===== src/rtl/calc_entry_controller_if.sv =====
// Board-side bundle for the calculator entry controller: buttons, switches,
// the ALU handshake and the display/LED outputs.
interface calc_entry_controller_if;
    logic        enter_btn;
    logic        clear_btn;
    logic [11:0] switches;
    logic [7:0]  alu_result;
    logic        alu_carry;
    logic        alu_overflow;
    logic        alu_zero;
    logic [7:0]  operand_a;
    logic [7:0]  operand_b;
    logic [3:0]  alu_op;
    logic [7:0]  result;
    logic [2:0]  result_flags;
    logic        result_valid;
    logic [3:0]  leds;
    logic [2:0]  state_dbg;

    modport master (
        input  enter_btn, clear_btn, switches,
        input  alu_result, alu_carry, alu_overflow, alu_zero,
        output operand_a, operand_b, alu_op, result, result_flags,
        output result_valid, leds, state_dbg
    );

    modport slave (
        output enter_btn, clear_btn, switches,
        output alu_result, alu_carry, alu_overflow, alu_zero,
        input  operand_a, operand_b, alu_op, result, result_flags,
        input  result_valid, leds, state_dbg
    );
endinterface


===== src/rtl/calc_entry_controller.sv =====
// Push-button calculator sequencer: debounces Enter/Clear, collects A, B and op,
// runs the ALU for one cycle and holds the result for chaining.
//
// state  | meaning
// IDLE   | waiting for operand A
// GOT_A  | A latched, waiting for operand B
// GOT_B  | B latched, waiting for the operation code
// EXEC   | one cycle: capture ALU result and flags
// RESULT | result shown; Enter chains it into A
module calc_entry_controller #(
    parameter int DEBOUNCE_CYCLES = 4,
    parameter int CNT_W           = 20
) (
    input  logic              clock,
    input  logic              reset,
    calc_entry_controller_if.master bus
);
    typedef enum logic [2:0] {
        IDLE   = 3'd0,
        GOT_A  = 3'd1,
        GOT_B  = 3'd2,
        EXEC   = 3'd3,
        RESULT = 3'd4
    } state_t;

    localparam logic [CNT_W-1:0] CNT_LAST = CNT_W'(DEBOUNCE_CYCLES - 1);

    // Index 0 is Enter, index 1 is Clear.
    logic [1:0]       raw;
    logic [1:0]       sync1, sync2, level, level_d, pulse, armed;
    logic [1:0]       primed;
    logic [CNT_W-1:0] cnt [2];

    assign raw = {bus.clear_btn, bus.enter_btn};

    // A button is only armed once it has been seen released after reset, so a
    // button held across reset cannot produce a pulse.
    always_ff @(posedge clock) begin
        if (reset) begin
            sync1   <= '0;
            sync2   <= '0;
            level   <= '0;
            level_d <= '0;
            pulse   <= '0;
            armed   <= '0;
            primed  <= '0;
            for (int i = 0; i < 2; i++) cnt[i] <= '0;
        end else begin
            sync1   <= raw;
            sync2   <= sync1;
            primed  <= {primed[0], 1'b1};
            level_d <= level;
            pulse   <= level & ~level_d;
            for (int i = 0; i < 2; i++) begin
                if (primed[1] && !sync2[i]) armed[i] <= 1'b1;
                if (!armed[i] || (sync2[i] == level[i])) begin
                    cnt[i] <= '0;
                end else if (cnt[i] == CNT_LAST) begin
                    level[i] <= ~level[i];
                    cnt[i]   <= '0;
                end else begin
                    cnt[i] <= cnt[i] + 1'b1;
                end
            end
        end
    end

    state_t     state;
    logic [7:0] op_a, op_b, res;
    logic [3:0] op_code, leds_q;
    logic [2:0] flags;
    logic       valid;

    always_ff @(posedge clock) begin
        if (reset || pulse[1]) begin
            state   <= IDLE;
            op_a    <= '0;
            op_b    <= '0;
            op_code <= '0;
            res     <= '0;
            flags   <= '0;
            valid   <= 1'b0;
            leds_q  <= 4'b0001;
        end else begin
            case (state)
                IDLE: if (pulse[0]) begin
                    op_a   <= bus.switches[7:0];
                    state  <= GOT_A;
                    leds_q <= 4'b0011;
                end
                GOT_A: if (pulse[0]) begin
                    op_b   <= bus.switches[7:0];
                    state  <= GOT_B;
                    leds_q <= 4'b0111;
                end
                GOT_B: if (pulse[0]) begin
                    op_code <= bus.switches[11:8];
                    state   <= EXEC;
                end
                EXEC: begin
                    res    <= bus.alu_result;
                    flags  <= {bus.alu_overflow, bus.alu_carry, bus.alu_zero};
                    valid  <= 1'b1;
                    state  <= RESULT;
                    leds_q <= 4'b1111;
                end
                RESULT: if (pulse[0]) begin
                    op_a    <= res;
                    op_b    <= '0;
                    op_code <= '0;
                    valid   <= 1'b0;
                    state   <= GOT_A;
                    leds_q  <= 4'b0011;
                end
                default: begin
                    state   <= IDLE;
                    op_a    <= '0;
                    op_b    <= '0;
                    op_code <= '0;
                    res     <= '0;
                    flags   <= '0;
                    valid   <= 1'b0;
                    leds_q  <= 4'b0001;
                end
            endcase
        end
    end

    assign bus.operand_a    = op_a;
    assign bus.operand_b    = op_b;
    assign bus.alu_op       = op_code;
    assign bus.result       = res;
    assign bus.result_flags = flags;
    assign bus.result_valid = valid;
    assign bus.leds         = leds_q;
    assign bus.state_dbg    = state;
endmodule


===== src/flat_wrapper.sv =====
// flat-port wrapper written by rule: the top's interface ports become plain ports
module calc_entry_controller_flat 
#(
    parameter int DEBOUNCE_CYCLES = 4,
    parameter int CNT_W           = 20
)
  (clock, reset, bus_enter_btn, bus_clear_btn, bus_switches, bus_alu_result, bus_alu_carry, bus_alu_overflow, bus_alu_zero, bus_operand_a, bus_operand_b, bus_alu_op, bus_result, bus_result_flags, bus_result_valid, bus_leds, bus_state_dbg);
  calc_entry_controller_if bus_i ();
  input  logic clock;
  input  logic reset;
  input wire logic [$bits(bus_i.enter_btn)-1:0] bus_enter_btn;
  input wire logic [$bits(bus_i.clear_btn)-1:0] bus_clear_btn;
  input wire logic [$bits(bus_i.switches)-1:0] bus_switches;
  input wire logic [$bits(bus_i.alu_result)-1:0] bus_alu_result;
  input wire logic [$bits(bus_i.alu_carry)-1:0] bus_alu_carry;
  input wire logic [$bits(bus_i.alu_overflow)-1:0] bus_alu_overflow;
  input wire logic [$bits(bus_i.alu_zero)-1:0] bus_alu_zero;
  output wire logic [$bits(bus_i.operand_a)-1:0] bus_operand_a;
  output wire logic [$bits(bus_i.operand_b)-1:0] bus_operand_b;
  output wire logic [$bits(bus_i.alu_op)-1:0] bus_alu_op;
  output wire logic [$bits(bus_i.result)-1:0] bus_result;
  output wire logic [$bits(bus_i.result_flags)-1:0] bus_result_flags;
  output wire logic [$bits(bus_i.result_valid)-1:0] bus_result_valid;
  output wire logic [$bits(bus_i.leds)-1:0] bus_leds;
  output wire logic [$bits(bus_i.state_dbg)-1:0] bus_state_dbg;
  assign bus_i.enter_btn = bus_enter_btn;
  assign bus_i.clear_btn = bus_clear_btn;
  assign bus_i.switches = bus_switches;
  assign bus_i.alu_result = bus_alu_result;
  assign bus_i.alu_carry = bus_alu_carry;
  assign bus_i.alu_overflow = bus_alu_overflow;
  assign bus_i.alu_zero = bus_alu_zero;
  assign bus_operand_a = bus_i.operand_a;
  assign bus_operand_b = bus_i.operand_b;
  assign bus_alu_op = bus_i.alu_op;
  assign bus_result = bus_i.result;
  assign bus_result_flags = bus_i.result_flags;
  assign bus_result_valid = bus_i.result_valid;
  assign bus_leds = bus_i.leds;
  assign bus_state_dbg = bus_i.state_dbg;
  calc_entry_controller #(.DEBOUNCE_CYCLES(DEBOUNCE_CYCLES), .CNT_W(CNT_W)) u_core (.clock(clock), .reset(reset), .bus(bus_i));
endmodule

===== config.mk =====
export PLATFORM = sky130hd
export DESIGN_NAME = calc_entry_controller_flat
export DESIGN_NICKNAME = d
export VERILOG_FILES = /design/src/rtl/calc_entry_controller_if.sv /design/src/rtl/calc_entry_controller.sv /design/src/flat_wrapper.sv
export SDC_FILE = /design/constraint.sdc
export NUM_CORES = 1
export LEC_CHECK = 0
export ABC_CLOCK_PERIOD_IN_PS = 2800
export BUFFER_PORTS_ARGS = -buffer_cell sky130_fd_sc_hd__buf_2
export CAP_MARGIN = 10
export CORE_MARGIN = 1.5
export CORE_UTILIZATION = 55
export CTS_CLUSTER_DIAMETER = 80
export DETAILED_ROUTE_END_ITERATION = 8
export PLACE_DENSITY_LB_ADDON = 0.25
export SLEW_MARGIN = 20
export SYNTH_ARGS = -nofsm -noshare
export SYNTH_HDL_FRONTEND = slang
export SYNTH_SLANG_ARGS = --single-unit

===== constraint.sdc =====
create_clock -name clock -period 2.8 [get_ports clock]
set_clock_uncertainty 0.05 [all_clocks]
set_input_delay 0.56 -clock clock [delete_from_list [all_inputs] [get_ports clock]]
set_output_delay 0.56 -clock clock [all_outputs]
set_load 0.005 [all_outputs]

[Yosys cells after proc, flatten, opt, wreduce, memory -nomap -nowiden]
Memories as Yosys holds them, arrays and structs flattened.
Index checks and enable logic that the tools add are counted.
Word-level totals
  memories: 1
  flip-flop bits (word level): 53
  bits in latches: 0
  bits in read-only memories: 0
  memory bits (writable): 40
  logic and storage cells: 125
Cells by class
  equality and inequality tests: 13
  add/sub/neg operators: 2
  magnitude comparators: 0
  reduce and logical (&&, ||, !) cells: 24
  muxes and demuxes: 50
  shift-type cells: 0
  multiply operators: 0
  divide/modulo/power cells: 0
  bitwise gates (word level): 17
Memory list
  u_core.cnt: words 2, width 20, rd ports 2, clocked after memory_dff 0, wr ports 2, RTL line calc_entry_controller.sv:32  | logic [CNT_W-1:0] cnt [2];
Operators by type and width (count)
  $mux 20: 6
  $pmux 8 s3: 2
  $add 20x1->20 const B: 2
  $eq 20x2->1 const B: 2
  $mux 1: 26
  $mux 8: 3
  $mux 4: 4
  $pmux 4 s4: 1
  $pmux 8 s2: 1
  $reduce_and 3->1: 5
  $pmux 3 s4: 1
  $pmux 4 s3: 1
  $reduce_or 3->1: 4
  $ne 2x1->1 const B: 5
  $mux 3: 3
  $not 1->1: 9
  $eq 3x2->1 const B: 2
  $or 1x1->1: 6
  $pmux 3 s2: 1
  $reduce_and 2->1: 3
  $logic_not 1->1: 4
  $reduce_or 4->1: 1
  $eq 3x1->1 const B: 1
  $eq 3x3->1 const B: 1
  8 further kinds: 12

[Longest topological paths before layout]
Gate-level depths: netlist of the first run.
  word-level depth: 8
  depth in mapped cells: 6

[Worst setup path before layout of the first run]
OpenSTA, ideal clock, no wires.
  path kind: register to register
  start point: mem u_core.cnt[1][0]
  end point: mem u_core.cnt[1][10], data pin
  setup time: 0.257 ns
  period minus slack after synthesis: 1.765 ns
  cell stages (with the launch flop): 7
  buffers on the path: 1
  data arrival time: 1.459 ns
  path slack: 1.035 ns
  cell sequence: edfxtp_1 ha_1 nor4b_1 nand4_1 o2111ai_1 buf_2 nor2_1
RTL lines (RTL line)
  from (decl): calc_entry_controller.sv:32

==> results of run 1 <==
worst min path at each step:
stage | slack (ns) | from | to | cells past startpoint
after floorplan | 0.32 | u_core.level_d[0] | u_core.pulse[0] | 1
after global placement | 0.32 | u_core.level_d[0] | u_core.pulse[0] | 1
after detailed placement | 0.33 | u_core.level_d[0] | u_core.pulse[0] | 1
after CTS | 0.34 | u_core.level_d[0] | u_core.pulse[0] | 1
after global routing | 0.36 | u_core.level_d[0] | u_core.pulse[0] | 1
final | 0.34 | u_core.level_d[1] | u_core.pulse[1] | 1
routing by layer:
layer | vias to the layer above | share of wire [%]
li1 | 1729 | -
met4 | 0 | 1.4
met1 | 1643 | 46
met5 | - | 0
met2 | 86 | 48
met3 | 10 | 4.7
worst max-delay path: stages, from the launching register on:
cell	delay (ns)
edfxtp_1	0.41
ha_1	0.24
nor4b_1	0.28
nand4_1	0.17
o2111ai_1	0.22
buf_4	0.27
nor2_1	0.08
cell type report:
type,count,share of cell area [%]
Clock buffer,14,3.72
Clock inverter,2,0.304
Inverter,10,0.759
Multi-Input combinational cell,341,40.4
Sequential cell,92,45.4
Tap cell,99,2.51
Timing Repair Buffer,67,6.93
cells in the mapped netlist (all sizes together):
library cell | count | share of area [%]
nor4 | 6 | 0.88
nor3b | 1 | 0.18
nand2b | 2 | 0.29
mux2 | 2 | 0.53
o2111ai | 1 | 0.21
a22oi | 12 | 2.1
o21ba | 1 | 0.23
xnor2 | 4 | 0.82
nor4b | 2 | 0.41
inv | 10 | 0.88
a211oi | 1 | 0.18
o21ai | 20 | 2.3
nand2 | 14 | 1.2
o21a | 3 | 0.53
or2 | 2 | 0.29
and2 | 3 | 0.47
clkbuf | 12 | 1.5
conb | 1 | 0.088
a21oi | 41 | 4.8
xor2 | 20 | 4.1
nor3 | 6 | 0.70
o31ai | 7 | 1.2
buf | 12 | 1.7
or3 | 8 | 1.2
dfxtp | 52 | 24
nand3 | 27 | 3.9
nand4 | 25 | 4.0
o221a | 8 | 2.1
ha | 2 | 0.59
nor2b | 15 | 2.2
or4 | 7 | 1.2
edfxtp | 40 | 28
and3 | 7 | 1.1
and4 | 5 | 1.1
nor2 | 48 | 4.2
through the flow:
stage	setup WS, ns	cell area, sq um	power (mW)	utilization, %
after floorplan	1.03	4410	1.54	-
after global placement	0.863	4740	1.58	64.4
after detailed placement	0.848	4740	1.58	64.4
after CTS	0.827	4940	2.45	67.1
after global routing	0.650	4940	2.52	67.1
final	0.836	4940	2.44	67.1
cell families after synthesis:
group                      synth area share [%]
and+or+nand+nor                            23.4
AOI/OAI and AO/OA                          13.8
DFF                                        52.6
buffers and inverters                      4.08
xor gates and xnor gates                   4.93
adders and majority gates                 0.587
muxes                                     0.528
other                                    0.0879
report_power, final:
part           internal [mW]  leakage [nW]  switching (mW)
combinational         0.0396         0.972          0.0548
clock                  0.429         0.102           0.451
sequential              1.43         0.834          0.0337
total                   1.90          1.91           0.540
flip-flops by register name, summed over array words and instances (netlist names), 2 cells and up:
| register | cells |
|---|---|
| u_core.level | 2 |
| u_core.bus.leds | 3 |
| u_core.pulse | 2 |
| u_core.primed | 2 |
| u_core.bus.result_flags | 3 |
| u_core.bus.operand_b | 8 |
| u_core.bus.alu_op | 4 |
| u_core.bus.result | 8 |
| u_core.bus.state_dbg | 3 |
| u_core.sync1 | 2 |
| u_core.cnt | 40 |
| u_core.armed | 2 |
| u_core.sync2 | 2 |
| u_core.bus.operand_a | 8 |
| u_core.level_d | 2 |
cells in the final DEF (no fill, tap or decap), types with 2 or more instances in the layout:
cell type | Yosys | routed
a22oi_1 | 12 | 12
and4_1 | 4 | 4
or4_1 | 7 | 7
o31ai_1 | 7 | 7
edfxtp_1 | 40 | 40
dfxtp_1 | 52 | 52
o221a_2 | 8 | 8
o21ai_1 | 2 | 2
nor2_1 | 48 | 48
nor3_1 | 6 | 6
a21oi_1 | 41 | 41
or3_2 | 2 | 2
and2_1 | 2 | 2
clkbuf_8 | 2 | 11
xnor2_1 | 4 | 4
nand2_1 | 14 | 14
buf_2 | 6 | 64
o21ai_0 | 18 | 18
conb_1 | 1 | 41
nand3_1 | 24 | 24
o21a_1 | 3 | 3
inv_1 | 10 | 10
nor2b_1 | 15 | 15
nand3_4 | 2 | 2
clkbuf_1 | 10 | 2
nand4_1 | 24 | 24
and3_2 | 3 | 3
buf_4 | 1 | 3
nor4b_1 | 2 | 2
ha_1 | 2 | 2
nor4_1 | 6 | 6
nand2b_1 | 2 | 2
mux2_2 | 2 | 2
and3_1 | 4 | 4
or2_2 | 2 | 2
xor2_1 | 20 | 20
or3_1 | 6 | 6
==> metrics, run 1 <==
outcome=complete, no violations; worst slew pin tran=0.783 ns; Die Y=91.1 um; Worst slew margin=47.6%; maxcap violations=0; dpl cells=609; fmax=509 MHz; CTS buffer count=9; TritonCTS clock tree=built; critical path startpoint=u_core.cnt[1][0]; diode count=0; worst r2r src=u_core.cnt[1][0]; endpoint class of the critical path=register; Mapped Area=4260 sq um; DRT Wirelength=8.70 mm; Post-CTS Resized=0; crit path max fanout=20; RSZ-0062 raised after global routing=no; Bufs on Longest Clock Path=2; Setup Viol. Count Final=0; WP data required=2.86 ns; Final Hold Viols=0; setup TNS=0 ns; HPWL after DPL=6.32 mm; postcts setup bufs=0; DR pass1 iterations=4; Leak Pwr=1.91 nW; Worst Hold Margin=0.340 ns; grt met1 use=27.8%; initial antenna violation count=0; met3 Track Usage GR=3.27%; GRT Overall Usage=21.6%; # H-tree levels=3; DRC violations left=0; worst reg-to-reg path cell count=6; RR Endpoint=u_core.cnt[1][9]; Synth Register Bits=92; Area Growth Syn to Fin=15.9%; die width=91.1 um; proportion of layout cells with a drive suffix above 1=20.0%; Starting Density=57.9%; Post-Syn Area per Cell=9.99 sq um; FF-to-FF setup slack=0.84 ns; Post-CTS Hold Buffers=0; crit start category=register; multi-input logic area=2000 sq um; vias=3468; DRT iter0 DRCs=138; Max VDD drop=0.277 mV; Critical Setup Path Class=register to register; FP Rows=31; met2 Track Usage GR=36.8%; CP arrival=2.02 ns; final non-filler cell total=625; Layout fillers=634; sequential fraction of the synthesis area=52.6%; Storage cell area=2240 sq um; fin crit period=1.96 ns; CTS clk-pin slew, worst paths=0.09 ns; Synth cell types=47; GRT Residual Overflow=0; warnings from Yosys=0; first-pass GRT wire length=14.6 mm; wire per inst=13.9 um; Setup crit end=u_core.cnt[1][9]; Clock Latency Late Sink=0.35 ns; PwrDens=493 nW/um^2; pin count of the biggest net entering global routing=38; # IOs=66; RePlAce Congestion=0.843; CTS Sinks=92; final worst-path cycle share=70.2%; number of routed nets with antenna violations=0; Mapped Cells=427; I/O Buffers=64; Final nets=550; root buf cell=clkbuf_8; routed vias/inst=5.55; Die ar.=8290 sq um; final count of pins violating max slew=0; Hold Path Class=register to register; core area=7370 sq um; vias in the first global route=3264; Most Used Layer, Global Route=met2
Power figures use the tool's default switching activity.
==> run 2: changes to the inputs <==
--- a/config.mk
+++ b/config.mk
@@ -5,11 +5,11 @@
 export SDC_FILE = /design/constraint.sdc
 export NUM_CORES = 1
 export LEC_CHECK = 0
-export ABC_CLOCK_PERIOD_IN_PS = 2800
+export ABC_CLOCK_PERIOD_IN_PS = 1700
 export BUFFER_PORTS_ARGS = -buffer_cell sky130_fd_sc_hd__buf_2
 export CAP_MARGIN = 10
 export CORE_MARGIN = 1.5
-export CORE_UTILIZATION = 55
+export CORE_UTILIZATION = 51
 export CTS_CLUSTER_DIAMETER = 80
 export DETAILED_ROUTE_END_ITERATION = 8
 export PLACE_DENSITY_LB_ADDON = 0.25
==> constraint.sdc (replaced) <==
create_clock -name clock -period 1.7 [get_ports clock]
set_clock_uncertainty 0.05 [all_clocks]
set_input_delay 0.34 -clock clock [delete_from_list [all_inputs] [get_ports clock]]
set_output_delay 0.34 -clock clock [all_outputs]
set_load 0.005 [all_outputs]
==> metrics, run 2 (synthesis results as in run 1) <==
Worst slew margin=65.5%; violated checks=setup timing; CTS buffer count=9; GRT Residual Overflow=0; first-pass GRT wire length=15.5 mm; # H-tree levels=3; Biggest register=u_core.cnt; vias=3730; Post-CTS Hold Buffers=0; HPWL after DPL=6.67 mm; RSZ-0062 raised after global routing=yes; final worst-path cycle share=111%; diode count=0; root buf cell=clkbuf_8; Crit-path slowest cell=edfxtp_1; endpoint class of the critical path=register; Clock Latency Late Sink=0.35 ns; proportion of layout cells with a drive suffix above 1=34.1%; DR pass1 iterations=4; TritonCTS clock tree=built; worst r2r src=u_core.cnt[0][17]; Setup WS post-layout=-0.191 ns; die width=94.4 um; outcome=finished with violations; max reg flops=40; GRT Overall Usage=22.0%; maxcap violations=0; FP Rows=33; number of routed nets with antenna violations=0; worst slew pin tran=0.513 ns; pin count of the biggest net entering global routing=21; CTS clk-pin slew, worst paths=0.09 ns; Leak Pwr=2.26 nW; Die Y=94.4 um; fin util=69.2%; vias in the first global route=3406; Final nets=611; DRC violations left=0; final non-filler cell total=692; initial antenna violation count=0; # IOs=66; fmax=529 MHz; critical path startpoint=u_core.cnt[0][17]; Critical Path Max Stage Delay=0.43 ns; most common cell after layout, fill and taps aside=buf_2; Placed Instance Area=5190 sq um; crit path cell chain=nor4_2 -> nand4_1 -> o21ai_4 -> buf_6 -> nor2_2; Final Cell Area=5660 sq um; CP arrival=1.95 ns; dpl cells=671; Layout fillers=625; worst reg-to-reg path cell count=5; Die ar.=8920 sq um; RR Endpoint=u_core.cnt[0][13]; Worst Path Buf+Inv=1; routed vias/inst=5.39; worst slack, placed=-0.209 ns; Starting Density=52.2%; Hold Path Class=input port to register; Area Growth Syn to Fin=32.7%; DRT Wirelength=9.49 mm; crit start category=register; wire per inst=13.7 um; Worst Hold Margin=0.145 ns; I/O Buffers=64; core area=8180 sq um; FF-to-FF setup slack=-0.19 ns; DRT iter0 DRCs=156; Setup Viol. Count Final=42; multi-input logic area=2190 sq um; RePlAce Congestion=0.827; Bufs on Longest Clock Path=2; fin crit period=1.89 ns; Critical Setup Path Class=register to register; most frequent cells in the layout=64 x buf_2, 59 x buf_4, 52 x dfxtp_1, 41 x conb_1, 40 x edfxtp_1; crit path max fanout=5; Crit. path cell count=5; CP delay by family, top=simple AND/OR/NAND/NOR gates; CTS Sinks=92; Final Hold Viols=0; Setup crit end=u_core.cnt[0][13]; WP data required=1.76 ns; PwrDens=742 nW/um^2; Storage cell area=2240 sq um; Max VDD drop=0.446 mV; final count of pins violating max slew=0
[run 2: changes by cell type in the layout (fill, tap and decap cells not counted), sizes merged]
cell    previous run  this run
clkbuf            14        11
clkinv             1         2
buf               67       128
inv               11        13
[run 2: metrics by stage]
stage | total power, mW | TNS, ns
2_1_floorplan | 2.54 | 0
3_3_place_gp | 2.65 | -5.66
3_5_place_dp | 2.66 | -7.58
4_1_cts | 4.22 | -4.29
5_1_grt | 4.37 | -11.71
6_report | 4.20 | -7.16
[run 2: what timing repair did]
action | 4_1_cts | 5_1_grt
cloned | 1 | 0
pin swaps | 10 | 7
setup buffers | 2 | 2
gates resized for setup | 27 | 23
setup endpoints to repair | 42 | 46
[run 2: cell type report]
class	count	share of cell area, %
clock inverters	5	0.818
multi-input cells	341	38.8
inverters	10	0.664
clock buffers	11	3.07
repair buffers	128	14.7
well taps	105	2.32
flip-flops and latches	92	39.6
[run 2: worst reg2reg max path: stages (launching register included)]
cell and delay (ns):
edfxtp_1 0.43, nor4_2 0.38, nand4_1 0.25, o21ai_4 0.30, buf_6 0.20, nor2_2 0.04
[run 2: worst min-delay path by stage]
stage	startpoint	cells after the start	endpoint	slack (ns)
finish	bus_enter_btn	2	u_core.sync1[0]	0.14
global route	bus_enter_btn	2	u_core.sync1[0]	0.14
CTS	bus_enter_btn	2	u_core.sync1[0]	0.14
detailed placement	u_core.level_d[0]	1	u_core.pulse[0]	0.33
global placement	u_core.level_d[0]	1	u_core.pulse[0]	0.32
floorplan	u_core.level_d[0]	1	u_core.pulse[0]	0.32
[run 2: report_power, final]
| part | switching (mW) | leakage (nW) | internal (mW) |
|---|---|---|---|
| clock | 0.823 | 0.113 | 0.737 |
| combinational | 0.133 | 1.31 | 0.115 |
| sequential | 0.0400 | 0.834 | 2.35 |
[run 2: metal layers]
| metal | share of wire (%) | vias to the layer above | GRT usage [%] |
|---|---|---|---|
| met1 | 45 | 1752 | 29.1 |
| met4 | 2.1 | 0 | 8.71 |
| met2 | 49 | 95 | 35.8 |
| met5 | 0 | - | 0 |
| li1 | - | 1862 | - |
| met3 | 4.4 | 21 | 4.03 |
